[config.mk]
export PLATFORM = sky130hd
export DESIGN_NAME = i2s_audio_tx
export DESIGN_NICKNAME = d
export VERILOG_FILES = /design/src/rtl/i2s_pkg.sv /design/src/rtl/i2s_nco.sv /design/src/rtl/i2s_audio_tx.sv
export SDC_FILE = /design/constraint.sdc
export NUM_CORES = 1
export LEC_CHECK = 0
export CAP_MARGIN = 25
export CORE_MARGIN = 5
export CORE_UTILIZATION = 55
export CTS_BUF_LIST = sky130_fd_sc_hd__clkbuf_4
export CTS_CLUSTER_DIAMETER = 200
export DETAILED_ROUTE_END_ITERATION = 10
export MAX_ROUTING_LAYER = met4
export PLACE_DENSITY = 0.79
export SETUP_SLACK_MARGIN = 0.4
export SLEW_MARGIN = 20
export SYNTH_ARGS = -nofsm -noshare
export SYNTH_HDL_FRONTEND = slang
export SYNTH_HIERARCHICAL = 1
export SYNTH_SLANG_ARGS = --single-unit
[constraint.sdc]
create_clock -name clk -period 4 [get_ports clk]
set_input_delay 0.8 -clock clk [delete_from_list [all_inputs] [get_ports clk]]
set_output_delay 0.8 -clock clk [all_outputs]
set_load 0.005 [all_outputs]
[src/rtl/i2s_pkg.sv]
// Shared constants, slot counter type and NCO increment helper for the I2S transmitter.
package i2s_pkg;

  localparam int unsigned SLOT_BITS   = 32'd32;
  localparam int unsigned FRAME_SLOTS = 32'd64;

  typedef logic [5:0] slot_t;

  // Bit clock runs at 64*fs; the NCO ticks twice per bit clock period.
  function automatic logic [31:0] nco_inc(input logic [31:0] rate);
    return {rate[24:0], 7'd0};
  endfunction

endpackage

[src/rtl/i2s_nco.sv]
// Fractional NCO: adds INC each clock and emits a tick whenever the accumulator wraps past CLK_RATE.
module i2s_nco #(
  parameter logic [31:0] CLK_RATE = 32'd57272700,
  parameter logic [31:0] INC      = 32'd6144000
) (
  input  logic i_clk,
  input  logic i_reset,
  output logic o_tick
);

  logic [31:0] r_acc;
  logic [32:0] w_sum;
  logic        w_tick;

  // Next accumulator value and wrap detection.
  always_comb begin
    w_sum  = {1'b0, r_acc} + {1'b0, INC};
    w_tick = (w_sum >= {1'b0, CLK_RATE});
  end

  // Accumulator register; the residue is kept so the long-term rate is exact.
  always_ff @(posedge i_clk) begin
    if (i_reset) begin
      r_acc <= 32'd0;
    end else if (w_tick) begin
      r_acc <= 32'(w_sum - {1'b0, CLK_RATE});
    end else begin
      r_acc <= w_sum[31:0];
    end
  end

  assign o_tick = w_tick;

  if (INC >= CLK_RATE) begin : g_inc_check
    $error("i2s_nco: INC must be below CLK_RATE");
  end

endmodule

[src/rtl/i2s_audio_tx.sv]
// I2S stereo serialiser with NCO-derived bit/word clocks, double-buffered samples and underrun reporting.
module i2s_audio_tx
  import i2s_pkg::*;
#(
  parameter int unsigned CLK_RATE   = 32'd57272700,
  parameter int unsigned AUDIO_RATE = 32'd48000,
  parameter int unsigned AUDIO_DW   = 32'd16,
  parameter int unsigned SIGNED_IN  = 32'd1
) (
  input  logic                clk,
  input  logic                reset,
  input  logic [AUDIO_DW-1:0] left_in,
  input  logic [AUDIO_DW-1:0] right_in,
  input  logic                sample_we,
  input  logic                mute,
  output logic                i2s_bck,
  output logic                i2s_lrck,
  output logic                i2s_data,
  output logic                sample_ack,
  output logic                underrun
);

  localparam logic [31:0] INC = nco_inc(32'(AUDIO_RATE));
  // Offset-binary input becomes two's complement by flipping the MSB on load.
  localparam logic [AUDIO_DW-1:0] MSB_FLIP =
    (SIGNED_IN != 32'd0) ? {AUDIO_DW{1'b0}} : {1'b1, {(AUDIO_DW-1){1'b0}}};

  logic                r_bck, r_lrck, r_data, r_ack, r_underrun, r_fresh;
  slot_t               r_n;
  logic [AUDIO_DW-1:0] r_pend_l, r_pend_r, r_act_l, r_act_r;

  logic                w_tick, w_fall, w_frame_start, w_bit;
  slot_t               w_n_next;
  logic [4:0]          w_k;
  logic [AUDIO_DW-1:0] w_word, w_shift;

  i2s_nco #(
    .CLK_RATE (32'(CLK_RATE)),
    .INC      (INC)
  ) u_nco (
    .i_clk   (clk),
    .i_reset (reset),
    .o_tick  (w_tick)
  );

  // Slot sequencing and selection of the next serial bit.
  always_comb begin
    w_fall        = w_tick & r_bck;
    w_n_next      = (r_n == slot_t'(FRAME_SLOTS - 32'd1)) ? 6'd0 : r_n + 6'd1;
    w_frame_start = w_fall & (w_n_next == 6'd0);
    w_k           = w_n_next[4:0];
    if (w_n_next[5]) begin
      w_word = r_act_r;
    end else begin
      w_word = r_act_l;
    end
    w_shift = w_word << (w_k - 5'd1);
    // Slot 0 of each half is the I2S delay bit; slots past the sample width pad with 0.
    if ((w_k != 5'd0) && ({27'd0, w_k} <= AUDIO_DW) && !mute) begin
      w_bit = w_shift[AUDIO_DW-1];
    end else begin
      w_bit = 1'b0;
    end
  end

  // Output, slot and sample buffer registers; everything visible moves on the bck falling edge.
  always_ff @(posedge clk) begin
    if (reset) begin
      r_bck      <= 1'b0;
      r_lrck     <= 1'b0;
      r_data     <= 1'b0;
      r_ack      <= 1'b0;
      r_underrun <= 1'b0;
      r_fresh    <= 1'b0;
      r_n        <= slot_t'(FRAME_SLOTS - 32'd1);
      r_pend_l   <= {AUDIO_DW{1'b0}};
      r_pend_r   <= {AUDIO_DW{1'b0}};
      r_act_l    <= {AUDIO_DW{1'b0}};
      r_act_r    <= {AUDIO_DW{1'b0}};
    end else begin
      r_ack      <= w_frame_start;
      r_underrun <= w_frame_start & ~r_fresh;
      if (w_tick) begin
        r_bck <= ~r_bck;
      end
      if (w_fall) begin
        r_n    <= w_n_next;
        r_lrck <= w_n_next[5];
        r_data <= w_bit;
      end
      // Active always takes the old pending value, so a same-cycle write waits for the next frame.
      if (w_frame_start) begin
        r_act_l <= r_pend_l ^ MSB_FLIP;
        r_act_r <= r_pend_r ^ MSB_FLIP;
      end
      if (sample_we) begin
        r_pend_l <= left_in;
        r_pend_r <= right_in;
        r_fresh  <= 1'b1;
      end else if (w_frame_start) begin
        r_fresh <= 1'b0;
      end
    end
  end

  assign i2s_bck    = r_bck;
  assign i2s_lrck   = r_lrck;
  assign i2s_data   = r_data;
  assign sample_ack = r_ack;
  assign underrun   = r_underrun;

  if ((AUDIO_DW < 32'd8) || (AUDIO_DW > 32'd24) || (AUDIO_DW >= SLOT_BITS)) begin : g_dw_check
    $error("i2s_audio_tx: AUDIO_DW must be within 8..24");
  end

endmodule

==> impl_metrics.yaml <==
routing:
  num_vias: 5145
  drc_errors: 0
  routed_wl_um: 13600
  wl_per_cell_um: 15.8
  ant_nets: 0
  drtIter0Drc: 376
  vias_per_cell: 6.00
  drtPass1Iterations: 5
timing:
  fin_ws_ns: 0.648
  max_freq_mhz: 298
  worst-slew-pin-transition_ns: 0.935
  finalHoldViolations: 0
  finalCritPeriodShare: 0.838
  clock_skew_ns: 0.0276
  fin_setup_tns_ns: 0
  min_period_ns: 3.35
  slew_headroom: 0.377
  setup_violations: 0
  drv_slew: 0
  rsz0062_at_grt: "no"
die:
  core_mm2: 0.0103
  io_pins: 41
  die_h_um: 112
  start_util: 0.562
  die_area_mm2: 0.0127
  die_x_um: 112
  rows: 37
power:
  cellInternalPower_uw: 2540
  power_density_mw_per_mm2: 758
  leakagePower_uw: 0.00242
  combPwrFrac: 0.546
  power_frac_seq: 0.327
  vdd_drop_max_mv: 0.342
  p_clk_frac: 0.127
  switching_share: 0.473
  p_switching_uw: 2280
clock_tree:
  cts_buffers: 9
  clkSlewWorstSetupHoldPaths_ns: 0.19
  postCtsSetupBuffers: 0
  htree_num_levels: 3
  clkSinkCount: 106
  cts_tree: "yes"
  insertion_delay_ns: 0.49
  cts_max_path_buffers: 2
  cts_root_buffer: "clkbuf_4"
synthesis:
  synth_area_leaders: "dfxtp_1 37%, mux2i_1 8.0%, nand2_1 7.2%"
  netlist_instances: 703
  synth_top_area_frac: 0.367
  synth_area_mm2: 0.00578
  syn_nets: 743
  async_reset_ff_frac: 0
  synth-seq-cells: 106
  synth-seq-area-share: 0.367
  synth_ff_type: "dfxtp_1"
  yosysTopAreaCell: "dfxtp_1"
  synth_edf_count: 0
  syn_area_per_cell_um2: 8.22
  synthDistinctLibCells: 81
  ys_warn_count: 6
setup_path:
  crit_required_ns: 4.38
  start_kind: "flip-flop"
  reg2reg_depth: 14
  rrSetupSlack_ns: 0.65
  endpoint: "r_fresh"
  path_class: "flip-flop to flip-flop"
  startpoint: "u_nco/r_acc[15]"
  critPathMaxFanout: 35
  r2r-end: "r_fresh"
  cp-end-kind: "flip-flop"
  reg2reg_from: "u_nco/r_acc[15]"
  crit_arrival_ns: 3.73
placement:
  gp_congestion: 0.953
  place_hpwl_um: 9370
  place_ws_ns: 0.413
  port_buffers: 40
global_routing:
  grt-ovfl-total: 0
  grt.met3_usage: 0.0598
  top_usage_layer: "met2"
  antenna_found_initial: 0
  grt_max_degree: 63
  grtUsageMet2: 0.320
  grt_usage: 0.219
  grt_pass1_vias: 4652
  use_met1: 0.302
  grt_pass1_wl_um: 22600
finish:
  drive_gt1_frac: 0.108
  n_antenna_cell: 0
  layout_commonest_cell: "nand2_1"
  fin_nets: 757
  layout_common_cells: "111 x nand2_1, 104 x dfxtp_1, 73 x nor2_1"
  area_growth_pct: 10.1
run:
  cap_viol_max_count: 0
status:
  run_status: "finished clean"
min_path:
  min_path_type: "flip-flop to flip-flop"
critical path: stages, from the launching register on:
cell and delay, ns:
dfxtp_1 0.43, inv_1 0.11, ha_2 0.25, nor2b_4 0.24, o21ai_0 0.12, or3_2 0.46
a21oi_2 0.22, o21a_4 0.20, o31ai_2 0.08, nand2_1 0.16, nand2_1 0.08, or4_1 0.40
buf_4 0.25, a21oi_2 0.17, nor2_1 0.06
logic make-up after synthesis:
| logic type | synth area share |
|---|---|
| AOI/OAI and AO/OA | 0.193 |
| xor gates and xnor gates | 0.0288 |
| adders and majority gates | 0.00866 |
| buffers and inverters | 0.0470 |
| DFF | 0.367 |
| muxes | 0.107 |
| and+or+nand+nor | 0.249 |
per-layer routing:
metal / routed length (um) / vias to the layer above / part of all wire
met5: 0 / - / 0
met4: 156 / 0 / 0.012
met3: 1020 / 19 / 0.075
met2: 6030 / 209 / 0.44
met1: 6350 / 2408 / 0.47
li1: - / 2509 / -
final cells by class:
cell class	instances	area, um2
flip-flops and latches	106	2120
repair buffers	50	472
fillers	904	3920
clock buffers	9	67.6
multi-input cells	542	3400
inverters	8	30.0
well taps	136	170
clock inverters	7	95.1
state kept, by name, summed over array words and instances (netlist names):
signal / count
i2s_bck: 1
i2s_data: 1
i2s_lrck: 1
r_act_l: 16
r_act_r: 16
r_fresh: 1
r_n: 6
r_pend_l: 16
r_pend_r: 16
sample_ack: 1
u_nco/r_acc: 30
underrun: 1
Yosys cell counts (9+ instances only):
| library cell | number |
|---|---|
| a21oi_1 | 61 |
| buf_2 | 9 |
| clkbuf_1 | 24 |
| dfxtp_1 | 106 |
| mux2_2 | 9 |
| mux2i_1 | 46 |
| nand2_1 | 111 |
| nand3_1 | 22 |
| nor2_1 | 73 |
| nor2b_1 | 18 |
| nor3_1 | 16 |
| o21ai_0 | 26 |
| xor2_1 | 11 |
how the worst min path moves through the flow:
stage	end	slack, ns	depth (start not counted)	from
final	underrun	0.46	1	r_fresh
after global routing	r_act_r[0]	0.47	2	r_pend_r[0]
after CTS	r_act_l[11]	0.46	2	r_pend_l[11]
after detailed placement	underrun	0.43	1	r_fresh
after global placement	underrun	0.44	1	r_fresh
after floorplan	underrun	0.42	1	r_fresh
power by group through the flow:
| stage | Clock, uW | Sequential [uW] | Combinational [uW] |
|---|---|---|---|
| floorplan | 0 | 1420 | 2120 |
| global placement | 0 | 1570 | 2510 |
| detailed placement | 0 | 1580 | 2560 |
| CTS | 629 | 1560 | 2580 |
| global route | 674 | 1610 | 2880 |
| finish | 612 | 1580 | 2640 |
repair_timing:
action                                  4_1_cts  5_1_grt
endpoints found under the setup margin        9       38
gates resized for setup                       1        7
hold endpoints to repair                      0        0
gates cloned                                  0        0
hold buffers                                  0        0
pin swaps                                     0        1
stage by stage:
| step | utilization | cell area, um2 | total power (uW) | std cells | hold WS [ns] |
|---|---|---|---|---|---|
| after floorplan | - | 5780 | 3540 | 703 | 0.420 |
| after global placement | 0.602 | 6180 | 4070 | 842 | 0.441 |
| after detailed placement | 0.602 | 6180 | 4140 | 842 | 0.435 |
| after CTS | 0.618 | 6350 | 4770 | 858 | 0.458 |
| after global routing | 0.619 | 6360 | 5160 | 858 | 0.473 |
| final | 0.619 | 6360 | 4830 | 858 | 0.458 |
Note: power is estimated with default switching activity, not from simulation.
